$ cat src/rtl/alu_req_ctrl_pkg.sv
// Shared definitions for alu_req_ctrl: opcode encodings, FSM state encoding,
// latency counter width and the opcode-legality check.
package alu_req_ctrl_pkg;

  typedef enum logic [1:0] {
    ST_IDLE  = 2'd0,
    ST_ISSUE = 2'd1,
    ST_RESP  = 2'd2
  } state_e;

  localparam logic [3:0] OP_AND  = 4'b0000;
  localparam logic [3:0] OP_OR   = 4'b0001;
  localparam logic [3:0] OP_XNOR = 4'b0010;
  localparam logic [3:0] OP_SHL  = 4'b0100;
  localparam logic [3:0] OP_SHR  = 4'b0101;
  localparam logic [3:0] OP_ADD  = 4'b1000;
  localparam logic [3:0] OP_SUB  = 4'b1001;
  localparam logic [3:0] OP_LT   = 4'b1010;
  localparam logic [3:0] OP_LTU  = 4'b1011;
  localparam logic [3:0] OP_GE   = 4'b1100;
  localparam logic [3:0] OP_GEU  = 4'b1101;
  localparam logic [3:0] OP_EQ   = 4'b1110;
  localparam logic [3:0] OP_NE   = 4'b1111;

  // Wide enough for the largest supported ALU latency (7).
  localparam int CNT_W = 3;

  function automatic logic op_is_legal(input logic [3:0] op);
    logic legal;
    case (op)
      OP_AND, OP_OR, OP_XNOR, OP_SHL, OP_SHR,
      OP_ADD, OP_SUB, OP_LT, OP_LTU, OP_GE, OP_GEU, OP_EQ, OP_NE: legal = 1'b1;
      default: legal = 1'b0;
    endcase
    return legal;
  endfunction

endpackage

$ cat src/rtl/alu_req_stats.sv
// Saturating completion counters for alu_req_ctrl (legal ops and error ops).
module alu_req_stats
  import alu_req_ctrl_pkg::*;
(
  input  logic        clk,
  input  logic        rst,
  input  logic        inc_ops_i,
  input  logic        inc_errs_i,
  output logic [31:0] stat_ops_o,
  output logic [31:0] stat_errs_o
);

  logic [31:0] ops_q, ops_d;
  logic [31:0] errs_q, errs_d;

  always_comb begin
    ops_d  = ops_q;
    errs_d = errs_q;
    if (inc_ops_i && (ops_q != 32'hFFFF_FFFF)) ops_d = ops_q + 32'd1;
    if (inc_errs_i && (errs_q != 32'hFFFF_FFFF)) errs_d = errs_q + 32'd1;
  end

  always_ff @(posedge clk or negedge rst) begin
    if (!rst) begin
      ops_q  <= '0;
      errs_q <= '0;
    end else begin
      ops_q  <= ops_d;
      errs_q <= errs_d;
    end
  end

  assign stat_ops_o  = ops_q;
  assign stat_errs_o = errs_q;

endmodule

$ cat src/rtl/alu_req_ctrl.sv
// Single-outstanding request controller around a fixed-latency 64-bit ALU.
// Optional completion statistics are built when ALU_REQ_STATS_EN is defined.
module alu_req_ctrl
  import alu_req_ctrl_pkg::*;
#(
  parameter int ALU_LAT = 1,
  parameter int TAG_W   = 4
) (
  input  logic             clk,
  input  logic             rst,
  input  logic             req_valid,
  output logic             req_ready,
  input  logic [3:0]       req_opcode,
  input  logic [63:0]      req_a,
  input  logic [63:0]      req_b,
  input  logic [TAG_W-1:0] req_tag,
  output logic [63:0]      alu_a,
  output logic [63:0]      alu_b,
  output logic [3:0]       alu_opcode,
  input  logic [63:0]      alu_z,
  input  logic             alu_carry,
  input  logic             alu_overflow,
  output logic             rsp_valid,
  input  logic             rsp_ready,
  output logic [63:0]      rsp_z,
  output logic             rsp_carry,
  output logic             rsp_overflow,
  output logic             rsp_err,
  output logic [TAG_W-1:0] rsp_tag,
  output logic             busy,
  output logic [31:0]      stat_ops,
  output logic [31:0]      stat_errs,
  output state_e           dbg_state
);

  state_e             state_q, state_d;
  logic [CNT_W-1:0]   cnt_q, cnt_d;
  logic [63:0]        alu_a_q, alu_a_d, alu_b_q, alu_b_d;
  logic [3:0]         alu_op_q, alu_op_d;
  logic [TAG_W-1:0]   tag_q, tag_d;
  logic [63:0]        rsp_z_q, rsp_z_d;
  logic               rsp_c_q, rsp_c_d, rsp_o_q, rsp_o_d, rsp_err_q, rsp_err_d;

  // Handshakes: a transfer happens on a rising edge where valid and ready are
  // both 1; the sender holds its payload stable while valid is 1 and ready is 0.
  always_comb begin
    state_d   = state_q;
    cnt_d     = cnt_q;
    alu_a_d   = alu_a_q;
    alu_b_d   = alu_b_q;
    alu_op_d  = alu_op_q;
    tag_d     = tag_q;
    rsp_z_d   = rsp_z_q;
    rsp_c_d   = rsp_c_q;
    rsp_o_d   = rsp_o_q;
    rsp_err_d = rsp_err_q;
    case (state_q)
      ST_IDLE: begin
        if (req_valid) begin
          tag_d = req_tag;
          if (op_is_legal(req_opcode)) begin
            alu_a_d  = req_a;
            alu_b_d  = req_b;
            alu_op_d = req_opcode;
            cnt_d    = CNT_W'(ALU_LAT);
            state_d  = ST_ISSUE;
          end else begin
            // Illegal ops never reach the ALU; answer with an error at once.
            rsp_z_d   = '0;
            rsp_c_d   = 1'b0;
            rsp_o_d   = 1'b0;
            rsp_err_d = 1'b1;
            state_d   = ST_RESP;
          end
        end
      end
      ST_ISSUE: begin
        if (cnt_q == '0) begin
          rsp_z_d   = alu_z;
          rsp_c_d   = alu_carry;
          rsp_o_d   = alu_overflow;
          rsp_err_d = 1'b0;
          state_d   = ST_RESP;
        end else begin
          cnt_d = cnt_q - CNT_W'(1);
        end
      end
      ST_RESP: begin
        if (rsp_ready) state_d = ST_IDLE;
      end
      default: state_d = ST_IDLE;
    endcase
  end

  always_ff @(posedge clk or negedge rst) begin
    if (!rst) begin
      state_q   <= ST_IDLE;
      cnt_q     <= '0;
      alu_a_q   <= '0;
      alu_b_q   <= '0;
      alu_op_q  <= '0;
      tag_q     <= '0;
      rsp_z_q   <= '0;
      rsp_c_q   <= 1'b0;
      rsp_o_q   <= 1'b0;
      rsp_err_q <= 1'b0;
    end else begin
      state_q   <= state_d;
      cnt_q     <= cnt_d;
      alu_a_q   <= alu_a_d;
      alu_b_q   <= alu_b_d;
      alu_op_q  <= alu_op_d;
      tag_q     <= tag_d;
      rsp_z_q   <= rsp_z_d;
      rsp_c_q   <= rsp_c_d;
      rsp_o_q   <= rsp_o_d;
      rsp_err_q <= rsp_err_d;
    end
  end

  assign req_ready    = (state_q == ST_IDLE);
  assign busy         = (state_q != ST_IDLE);
  assign rsp_valid    = (state_q == ST_RESP);
  assign alu_a        = alu_a_q;
  assign alu_b        = alu_b_q;
  assign alu_opcode   = alu_op_q;
  assign rsp_z        = rsp_z_q;
  assign rsp_carry    = rsp_c_q;
  assign rsp_overflow = rsp_o_q;
  assign rsp_err      = rsp_err_q;
  assign rsp_tag      = tag_q;
  assign dbg_state    = state_q;

`ifdef ALU_REQ_STATS_EN
  logic rsp_hs;
  assign rsp_hs = (state_q == ST_RESP) && rsp_ready;

  alu_req_stats u_stats (
    .clk         (clk),
    .rst         (rst),
    .inc_ops_i   (rsp_hs && !rsp_err_q),
    .inc_errs_i  (rsp_hs && rsp_err_q),
    .stat_ops_o  (stat_ops),
    .stat_errs_o (stat_errs)
  );
`else
  assign stat_ops  = '0;
  assign stat_errs = '0;
`endif

endmodule

$ cat config.mk
export PLATFORM = sky130hd
export DESIGN_NAME = alu_req_ctrl
export DESIGN_NICKNAME = d
export VERILOG_FILES = /design/src/rtl/alu_req_ctrl_pkg.sv /design/src/rtl/alu_req_stats.sv /design/src/rtl/alu_req_ctrl.sv
export SDC_FILE = /design/constraint.sdc
export NUM_CORES = 1
export LEC_CHECK = 0
export BUFFER_PORTS_ARGS = -buffer_cell sky130_fd_sc_hd__buf_2
export CORE_AREA = 4 4 184 186
export DETAILED_ROUTE_END_ITERATION = 16
export DIE_AREA = 0 0 188 190
export PLACE_DENSITY = 0.6
export REMOVE_ABC_BUFFERS = 1
export SLEW_MARGIN = 25
export SYNTH_ARGS = -nofsm -noshare
export SYNTH_HDL_FRONTEND = slang
export SYNTH_SLANG_ARGS = --single-unit
$ cat constraint.sdc
create_clock -name clk -period 4 [get_ports clk]
set_input_delay 0.8 -clock clk [delete_from_list [all_inputs] [get_ports clk]]
set_output_delay 0.8 -clock clk [all_outputs]
set_load 0.005 [all_outputs]
Yosys cells after proc, flatten, opt, wreduce, memory -nomap -nowiden
Memories as Yosys holds them, arrays and structs flattened.
Cells that the tools add are included.
{"block": "op_classes", "muxes": 25, "n_addsub": 1, "reduce_logical": 9, "eq_ne": 8}
{"operator": "64-bit two-way mux", "n": 3}
{"operator": "64-bit case mux with 2 select lines", "n": 1}
{"operator": "1-bit two-way mux", "n": 9}
{"operator": "3-bit two-way mux", "n": 3}
{"operator": "2-bit two-way mux", "n": 4}
{"operator": "2-bit != test (second input constant)", "n": 4}
{"operator": "4-bit AND reduction", "n": 2}
{"operator": "1-bit case mux with 2 select lines", "n": 3}
{"operator": "2-bit case mux with 3 select lines", "n": 1}
{"operator": "3-bit case mux with 2 select lines", "n": 1}
{"operator": "3-bit AND reduction", "n": 2}
{"operator": "2-bit by 1-bit != test with 1-bit output (second input constant)", "n": 2}
{"operator": "2-bit nonzero test", "n": 2}
{"operator": "3-bit logical NOT", "n": 1}
{"operator": "3-bit by 1-bit subtractor with 3-bit output (second input constant)", "n": 1}
{"operator": "2-bit by 1-bit equality test with 1-bit output (second input constant)", "n": 1}
{"operator": "2-bit equality test (second input constant)", "n": 1}
{"operator": "2-bit logical NOT", "n": 1}
{"operator": "2-bit AND reduction", "n": 1}
{"block": "word_totals", "reg_bits": 208, "romBits": 16, "in_bits": 206, "mem_count": 1, "word_cells": 54}
{"memory": "(name not given)", "depth": 16, "width": 1, "rd": 1, "rd_ports_with_merged_regs": 0, "wr": 0, "line_no": "alu_req_ctrl_pkg.sv:30", "text": "case (op)"}

Depth between registers and ports, before layout
Gate-level depths: netlist of the first run.
An unclocked memory read counts as a cell.
{"block": "depth", "ltp_word": 6, "mapped_depth": 7, "depth_no_buf": 5}

Worst setup path after synthesis of the first run
No wires, ideal clock.
{"block": "synth_path", "kind": "input to register", "from": "in req_valid", "to": "reg alu_a_q[11], in the netlist alu_a[11]", "path_stages": 5, "slack_ns": 1.990, "t_arrival_ns": 1.885, "path_buffers": 2, "path_cell_list": "nor3b_4 > o21a_4 > buf_6 > buf_6 > mux2_2"}
{"block": "synth_via", "elab_chain_len": 1}
{"element": "start, declared", "line_no": "alu_req_ctrl.sv:11", "text": "input logic req_valid,"}
{"element": "3-bit AND reduction (no source line)"}
{"element": "end signal, assigned", "line_no": "alu_req_ctrl.sv:110", "text": "alu_a_q <= alu_a_d;"}
{"element": "end, declared", "line_no": "alu_req_ctrl.sv:38", "text": "logic [63:0] alu_a_q, alu_a_d, alu_b_q, alu_b_d;"}
Every way passes these cells.
A chain may end at the register's enable or synchronous reset.

Worst setup path after layout of the first run
{"block": "layout_path", "from": "reg state_q[0], in the netlist dbg_state[0]", "to": "reg alu_a_q[51], in the netlist alu_a[51]"}
{"block": "layout_via", "elab_chain_len": 2}
{"element": "start, declared", "line_no": "alu_req_ctrl.sv:36", "text": "state_e state_q, state_d;"}
{"element": "start signal, assigned", "line_no": "alu_req_ctrl.sv:108", "text": "state_q <= state_d;"}
{"element": "2-bit logical NOT", "line_no": "alu_req_ctrl.sv:57", "text": "case (state_q)"}
{"element": "3-bit AND reduction (no source line)"}
Every way passes these cells.

==> key figures, run 1 <==
Cells and area
  • FILL cells: 3,216
  • Diodes inserted: 0
  • Area of the multi-input gates: 2840 sq um
  • Syn-to-layout area delta: 36.2%
  • Proportion of layout cells with a drive suffix above 1: 0.566
  • # nets final: between 1,000 and 1,500
  • Register area: 5200 sq um

Routing
  • Met2 wire len: roughly 11 mm
  • Drt total wl: ~24 mm
  • DR DRC count: 0
  • Metal-1 WL: 9.22 mm
  • DR top layer: met4
  • Drt wl/cell: 16.0 microns
  • Routed Antenna Nets: 0
  • Vias per std cell: slightly above 4
  • DR WL met3: between 2 and 2.5 mm
  • DRT Pass-1 Iters: 5
  • Drt initial violations: 237
  • Via count: ~6,000

Floorplan
  • Core Box Area: 32,300 sq um
  • I/O pin total: 478
  • Chip width: 188 microns
  • Die Height: 190 microns
  • Die area: approximately 36,000 sq um
  • Row count: 66
  • Initial Util: 0.264

Global route
  • GRT Util Overall: 0.124
  • Global-route wire length before repair: 36.4 mm
  • Largest net degree at the start of global routing: roughly 110
  • Initial antenna violation count: 0
  • Vias in the first global route: 6,369
  • GRT Residual Overflow: 0

Setup path
  • CP arrival: 2790 ps
  • Crit-path slowest cell: o21a_4
  • Worst Path Max Fanout: 36
  • Worst Path Buf+Inv: 1
  • Worst setup EP type: register
  • Delay-heaviest family, CP: compound AO/OA/AOI/OAI gates
  • Slowest stage delay, CP: roughly 560 ps
  • Critical Path Source Type: register
  • Worst EP required: 4400 ps
  • CP Class: register to register
  • Critical path cell sequence: nor3b_4, o21a_4, buf_4, mux2_2

Timing
  • RSZ-0062 raised after global routing: no
  • Fin. max-slew vios: 0
  • Setup Skew: 18.0 ps
  • Final hold vios: 0
  • Setup-failing EPs final: 0
  • Setup TNS: 0 ps
  • Maximum clock rate: 417 MHz
  • Crit share post-route: 0.599
  • Fin crit period: 2400 ps
  • Relative slew slack: 0.432
  • Least-Margin Pin Slew: 851 ps

Power
  • Leak: 5.77 nW
  • Final Power: 9.02 mW
  • Peak VDD IR: 0.366 mV
  • Power Density: 776 nW/um^2

Min path
  • Hold crit path type: primary input to asynchronous set/reset pin

Yosys
  • Simple-gate share of the synthesized area: 0.0425
  • Post-synthesis mux area share: 0.179
  • Post-Synth Adder-Cell Area: 0.00293
  • Post-synthesis compound-gate area fraction: 0.0760
  • Synthesized flop and latch total: 208
  • Synth warn: 0
  • Largest family of logic cells by synthesized area: multiplexers
  • Yosys cell types: 29
  • Cell area after synthesis: 8530 sq um
  • Post-Synth XOR/XNOR Area: 0
  • Post-synthesis cell count: just over 600
  • Register area share after synthesis: 0.610
  • Avg Cell Area, Syn: 14.0 sq um

CTS
  • H-tree level count: 1
  • Setup bufs post-CTS: 0
  • Worst skew pair latency: between 500 and 600 ps
  • CTS tree: built
  • Clock slew at reported path FFs: ~60 ps
  • CTS Buf Count: 25
  • Clk buf depth: 3
  • Total clock sinks: 208
  • # hold bufs at CTS: 0
  • Post-cts repair resize count: 0
  • CTS root buf: clkbuf_16

Placement
  • Port bufs: 413
  • Hpwl dp: 17.6 mm
  • RD Place Congestion: 0.745

Job
  • Maxcap violations: 0

Outcome
  • Status: finished clean
[final cells by class]
type | instances | area share
clock buffer | 35 | 0.0631
clock inverter | 9 | 0.00764
inverter | 4 | 0.00129
multi-input combinational | 360 | 0.244
sequential | 208 | 0.448
tap | 442 | 0.0476
timing repair buffer | 423 | 0.188
[power breakdown]
| part | switching [mW] | internal (mW) | leakage, nW | total, mW |
|---|---|---|---|---|
| sequential | 0.519 | 3.12 | 2.52 | 3.64 |
| clock | 0.889 | 1.34 | 0.403 | 2.23 |
| combinational | 1.43 | 1.71 | 2.84 | 3.14 |
| total | 2.84 | 6.18 | 5.77 | 9.02 |
[placed cells by master, fill, tap and decap left out, types with 2 or more instances in the layout]
cell	n
buf_2	412
dfrtp_1	208
mux2_2	118
nand2_1	67
o2bb2ai_1	66
conb_1	64
clkbuf_16	25
mux2_1	18
clkbuf_8	7
buf_4	7
inv_1	4
nor2b_1	3
nand2b_1	3
a21oi_1	3
clkbuf_1	3
clkinv_2	3
buf_12	3
nor2_1	2
nor3b_4	2
o21ai_0	2
ha_1	2
clkinvlp_4	2
[Yosys cell counts (all sizes together)]
library cell	number	area, sq um
dfrtp	208	5200
nor3	1	5.00
or3	1	6.26
inv	4	15.0
o21ai	3	15.0
buf	94	722
clkbuf	5	18.8
nand4bb	1	11.3
a31o	1	8.76
conb	1	3.75
nand2	67	251
mux2	136	1530
nor2b	3	18.8
nor3b	2	31.3
nor4b	1	8.76
o2bb2ai	66	578
ha	2	25.0
a211o	1	8.76
nand2b	3	18.8
o21a	2	22.5
nor2	3	11.3
a21oi	3	15.0
[stage by stage]
step	util	cell area, sq um	hold WS, ps	instances	setup WS, ps
3_5_place_dp	0.334	10800	474	1436	1270
6_report	0.360	11600	331	1481	1600
2_1_floorplan	-	8030	483	572	566
3_3_place_gp	0.334	10800	462	1436	1320
4_1_cts	0.359	11600	352	1480	1570
5_1_grt	0.360	11600	379	1481	1430
[worst reg2reg max path: stages (launching register included)]
cell and delay (ps):
dfrtp_1 500, nor3b_4 420, o21a_4 560, buf_4 410, mux2_2 370
[path summary, 6_finish.rpt]
path | startpoint | end | slack (ps) | cells past startpoint
setup / recovery | dbg_state[0] | alu_a[51] | 1600 | 4
hold / removal | rst | rsp_z[12] | 330 | 1
setup reg to reg | dbg_state[0] | alu_a[51] | 1600 | 4
hold reg to reg | alu_a[45] | alu_a[45] | 480 | 1
max in group asynchronous | rst | alu_a[57] | 2720 | 2
min in group clk | alu_z[60] | rsp_z[60] | 480 | 2
[registers in the layout (all words and copies together) (netlist names)]
register	cells
alu_a	64
alu_b	64
alu_opcode	4
cnt_q	3
dbg_state	2
rsp_carry	1
rsp_err	1
rsp_overflow	1
rsp_tag	4
rsp_z	64
[per-layer routing]
layer | track usage | up-vias
li1 | - | 2830
met1 | 0.148 | 2964
met2 | 0.212 | 324
met3 | 0.0483 | 35
met4 | 0.0311 | 0
met5 | 0 | -
[cells by family (layout without fill, tap and decap cells)]
family,Yosys count,after routing
mux,136,136
other cells,1,64
fa+ha+maj,2,2
compound gates,76,76
flops,208,208
simple gates,82,82
buf+inv,103,471
No activity file was read; power rests on OpenSTA's default activity.
==> run 2: changes to the inputs <==
==> constraint.sdc (replaced) <==
create_clock -name clk -period 2.5 [get_ports clk]
set_input_delay 0.5 -clock clk [delete_from_list [all_inputs] [get_ports clk]]
set_output_delay 0.5 -clock clk [all_outputs]
set_load 0.005 [all_outputs]
==> run 2 against run 1 <==
Global-route usage up 0.10 points. Flip-flop and latch count stayed put. Power is 61% higher. Non-clock buffer count increased by 10. Critical path depth down 2. Hold slack lost 140 ps. Sequential share of layout area is 0.57 points lower. Die area unchanged. Critical endpoint is now rsp_valid.
==> key figures, run 2 (synthesized netlist as in run 1, its figures left out) <==
Outcome
  • Status: finished clean

Placement
  • Hpwl dp: 18.2 mm
  • RD Place Congestion: 0.735
  • DP Area: 11,000 sq um
  • Placed cells: roughly 1,400
  • Setup WS pre-CTS: approximately 400 ps
  • Port bufs: ~410

Timing
  • Crit share post-route: 0.771
  • Least-Margin Pin Slew: 573 ps
  • RSZ-0062 raised after global routing: no
  • Fin. max-slew vios: 0
  • Setup-failing EPs final: 0
  • Fin crit period: 1930 ps
  • Maximum clock rate: 519 MHz
  • Setup Skew: 11.0 ps
  • Final hold vios: 0
  • PnR worst setup slack: between 500 and 600 ps
  • Relative slew slack: 0.616

Global route
  • GRT Util Overall: 0.125
  • Global-route wire length before repair: 36.7 mm
  • Vias in the first global route: 6,614
  • GRT Residual Overflow: 0
  • Initial antenna violation count: 0
  • Largest net degree at the start of global routing: 69

Setup path
  • Critical Path Source Type: register
  • R2r startpoint: dbg_state[0]
  • Worst setup EP type: output port
  • Crit path from: dbg_state[0]
  • Critical Path End: rsp_valid
  • Worst EP required: roughly 2000 ps
  • R2R Setup Slk: 610 ps
  • CP arrival: between 1000 and 1500 ps
  • Worst r2r path cells: 5
  • Slowest stage delay, CP: a little over 500 ps
  • Worst Path Max Fanout: 7
  • Crit-path slowest cell: dfrtp_1
  • Worst r2r dst: alu_b[44]
  • CP Class: register to output port
  • Critical path cell sequence: nor2b_1, buf_2

Cells and area
  • Area of the multi-input gates: about 2800 sq um
  • Non-Filler Instances: roughly 1,500
  • Diodes inserted: 0
  • # nets final: 1,239
  • Syn-to-layout area delta: 38.0%
  • Final instance area: 11,800 sq um
  • Proportion of layout cells with a drive suffix above 1: 0.565
  • Most frequent cells in the layout: 412 x buf_2, 208 x dfrtp_1, 118 x mux2_2
  • Register area: roughly 5200 sq um
  • Commonest non-fill, non-tap cell in the layout: buf_2
  • FILL cells: about 3,200
  • Util after Layout: 0.365

Floorplan
  • Initial Util: 0.264
  • Die area: 35,700 sq um
  • Core Box Area: 32,300 sq um
  • I/O pin total: 478
  • Row count: 66
  • Chip width: 188 microns
  • Die Height: 190 microns

Routing
  • DRT Pass-1 Iters: 4
  • Vias per std cell: approximately 4.1
  • Drt total wl: 23.6 mm
  • DR DRC count: 0
  • Routed Antenna Nets: 0
  • Drt initial violations: 136
  • Drt wl/cell: 15.8 microns
  • Via count: 6,165

Power
  • Final Power: 14.5 mW
  • Leak: between 5 and 6 nW
  • Power Density: 1230 nW/um^2
  • Peak VDD IR: about 0.82 mV

CTS
  • Clk buf depth: 3
  • CTS tree: built
  • CTS Buf Count: 24
  • Setup bufs post-CTS: 0
  • Clock slew at reported path FFs: 60 ps
  • H-tree level count: 1
  • CTS root buf: clkbuf_16
  • Worst skew pair latency: 510 ps
  • Total clock sinks: roughly 210

Job
  • Maxcap violations: 0

Min path
  • Hold path depth: 2
  • Hold crit path type: primary input to register
run 2: layer usage:
layer	global-route usage	up-vias	share of wire	wire [microns]
li1	-	2854	-	-
met1	0.144	2962	0.38	9070
met2	0.214	317	0.48	11300
met3	0.0560	32	0.12	2750
met4	0.0305	0	0.020	461
met5	0	-	0	0
run 2: power by group:
part | leakage (nW) | switching (mW) | internal, mW | total (mW)
combinational | 2.92 | 2.30 | 2.84 | 5.13
clock | 0.398 | 1.35 | 2.19 | 3.54
sequential | 2.52 | 0.837 | 5.00 | 5.83
run 2: critical path: cells and delay by family (launching register included):
family	cells	cell delay (ps)
flip-flops	1	510
AND/OR/NAND/NOR	1	250
buffers and inverters	1	160
run 2: worst min path at each step:
stage / from / to / slack (ps)
floorplan: rst / alu_a[0] / 200
global placement: alu_a[6] / alu_a[6] / 460
detailed placement: rst / rsp_z[0] / 470
CTS: alu_z[20] / rsp_z[20] / 160
global route: alu_z[25] / rsp_z[25] / 160
finish: alu_z[40] / rsp_z[40] / 190
run 2: layout make-up:
class / count / share of cell area
clock buffers: 37 / 0.0612
clock inverters: 6 / 0.00733
inverters: 4 / 0.00128
multi-input cells: 360 / 0.241
flip-flops and latches: 208 / 0.442
well taps: 442 / 0.0470
repair buffers: 433 / 0.200
run 2: timing repair:
item | CTS | global route
endpoints found under the hold margin | 49 | 0
gates resized for setup | 0 | 0
hold buffers | 1 | 0
run 2: metrics by stage:
step | hold WS (ps) | TNS [ps]
floorplan | 204 | -43250
global placement | 463 | 0
detailed placement | 469 | 0
CTS | 162 | 0
global route | 160 | 0
finish | 194 | 0
==> run 3: changes to the inputs <==
==> constraint.sdc (replaced) <==
create_clock -name clk -period 2 [get_ports clk]
set_input_delay 0.4 -clock clk [delete_from_list [all_inputs] [get_ports clk]]
set_output_delay 0.4 -clock clk [all_outputs]
set_load 0.005 [all_outputs]
==> run 3 against run 2 <==
Critical path depth up 1. Combinational power increased by 26%. Sequential share of layout area increased by 0.070 points. Sequential power grew 25%. Clock skew increased by 0.71 ps. Worst setup slack worse by 400 ps. Register-to-register slack worse by 410 ps. Cell area down 0.16%. Clock-buffer cell count down 7. Largest cell class unchanged. Highest routed layer is now met5.
==> key figures, run 3 (synthesized netlist as in run 1, its figures left out) <==
CTS
  • CTS root buf: clkbuf_16
  • CTS Buf Count: 24
  • # hold bufs at CTS: 1
  • Post-cts repair resize count: 0
  • Worst skew pair latency: 520 ps
  • CTS tree: built
  • Setup bufs post-CTS: 0
  • Clock slew at reported path FFs: 60 ps
  • Total clock sinks: between 200 and 250
  • H-tree level count: 1
  • Clk buf depth: 3

Cells and area
  • FILL cells: 3,250
  • Most frequent cells in the layout: 412 x buf_2, 208 x dfrtp_1, 118 x mux2_2
  • Commonest non-fill, non-tap cell in the layout: buf_2
  • Register area: 5200 sq um
  • Proportion of layout cells with a drive suffix above 1: 0.572
  • Area of the multi-input gates: 2840 sq um
  • Syn-to-layout area delta: 37.8%
  • # nets final: between 1,000 and 1,500
  • Diodes inserted: 0
  • Final instance area: 11,800 sq um

Setup path
  • CP arrival: 1430 ps
  • CP Class: register to output port
  • Worst r2r path cells: 4
  • Worst Path Buf+Inv: 2
  • Delay-heaviest family, CP: flip-flops
  • Critical path cell sequence: buf_4, nor2b_1, buf_2
  • Worst Path Max Fanout: 6
  • Critical Path Stages: 3
  • Crit-path slowest cell: dfrtp_1
  • Worst setup EP type: output port
  • Critical Path Source Type: register
  • Slowest stage delay, CP: 400 ps
  • Worst EP required: 1600 ps

Routing
  • Drt wl/cell: 16.1 microns
  • Drt initial violations: 166
  • DRT Pass-1 Iters: 5
  • DR DRC count: 0
  • Via count: 6,170
  • Vias per std cell: 4.13
  • Routed Antenna Nets: 0
  • Drt total wl: ~24 mm

Timing
  • PnR worst setup slack: 172 ps
  • Fin. max-slew vios: 0
  • Final hold vios: 0
  • Crit share post-route: 0.914
  • RSZ-0062 raised after global routing: no
  • Maximum clock rate: 547 MHz
  • Setup-failing EPs final: 0
  • Setup Skew: 11.7 ps
  • Fin crit period: between 1500 and 2000 ps
  • Setup TNS: 0 ps

Global route
  • GRT Util Overall: 0.126
  • Vias in the first global route: 6,412
  • Initial antenna violation count: 2
  • GRT Residual Overflow: 0
  • Global-route wire length before repair: 36.7 mm
  • Largest net degree at the start of global routing: 69

Floorplan
  • Initial Util: 0.264
  • Chip width: approximately 190 microns
  • Core Box Area: 32,300 sq um
  • Row count: 66
  • I/O pin total: 478
  • Die area: 35,700 sq um
  • Die Height: 190 microns

Min path
  • Hold crit path type: primary input to register
  • Hold path depth: 2

Power
  • Power Density: 1530 nW/um^2
  • Peak VDD IR: 0.756 mV
  • Leak: 5.84 nW

Outcome
  • Status: finished clean

Placement
  • Port bufs: 413
  • Hpwl dp: between 15 and 20 mm
  • Setup WS pre-CTS: 141 ps
  • RD Place Congestion: 0.731
  • DP Area: 11,000 sq um

Job
  • Maxcap violations: 0
-- run 3: path summary, 6_finish.rpt --
kind	from	endpoint	slack [ps]
max in group asynchronous	rst	alu_b[48]	930
max	dbg_state[0]	rsp_valid	170
min reg2reg	alu_a[40]	alu_a[40]	480
min in group asynchronous	rst	rsp_z[0]	410
max reg2reg	dbg_state[1]	alu_a[54]	200
min	alu_z[35]	rsp_z[35]	80
-- run 3: where the power goes --
group	switching (mW)	leakage [nW]	internal [mW]	total, mW
Sequential	1.01	2.52	6.25	7.26
Clock	1.78	0.395	2.53	4.31
Combinational	2.94	2.93	3.53	6.47
-- run 3: per-stage QoR --
stage / cells / util / hold WS (ps) / power [mW]
floorplan: 572 / - / 104 / 10.4
global placement: 1450 / 0.339 / 387 / 13.8
detailed placement: 1450 / 0.339 / 387 / 14.0
CTS: 1495 / 0.364 / 51.2 / 18.4
global route: 1495 / 0.364 / 53.2 / 19.4
finish: 1495 / 0.364 / 84.1 / 18.0
-- run 3: cell type report --
| class | instances | share of cell area |
|---|---|---|
| Clock buffer | 30 | 0.0574 |
| Clock inverter | 14 | 0.00926 |
| Inverter | 4 | 0.00128 |
| Multi-Input combinational cell | 360 | 0.241 |
| Sequential cell | 208 | 0.443 |
| Tap cell | 442 | 0.0471 |
| Timing Repair Buffer | 437 | 0.201 |
-- run 3: routing by layer --
metal,global-route usage,part of all wire,vias to the layer above
li1,-,-,2859
met1,0.147,0.38,2978
met2,0.217,0.49,299
met3,0.0567,0.12,30
met4,0.0248,0.013,4
met5,0,0.0014,-
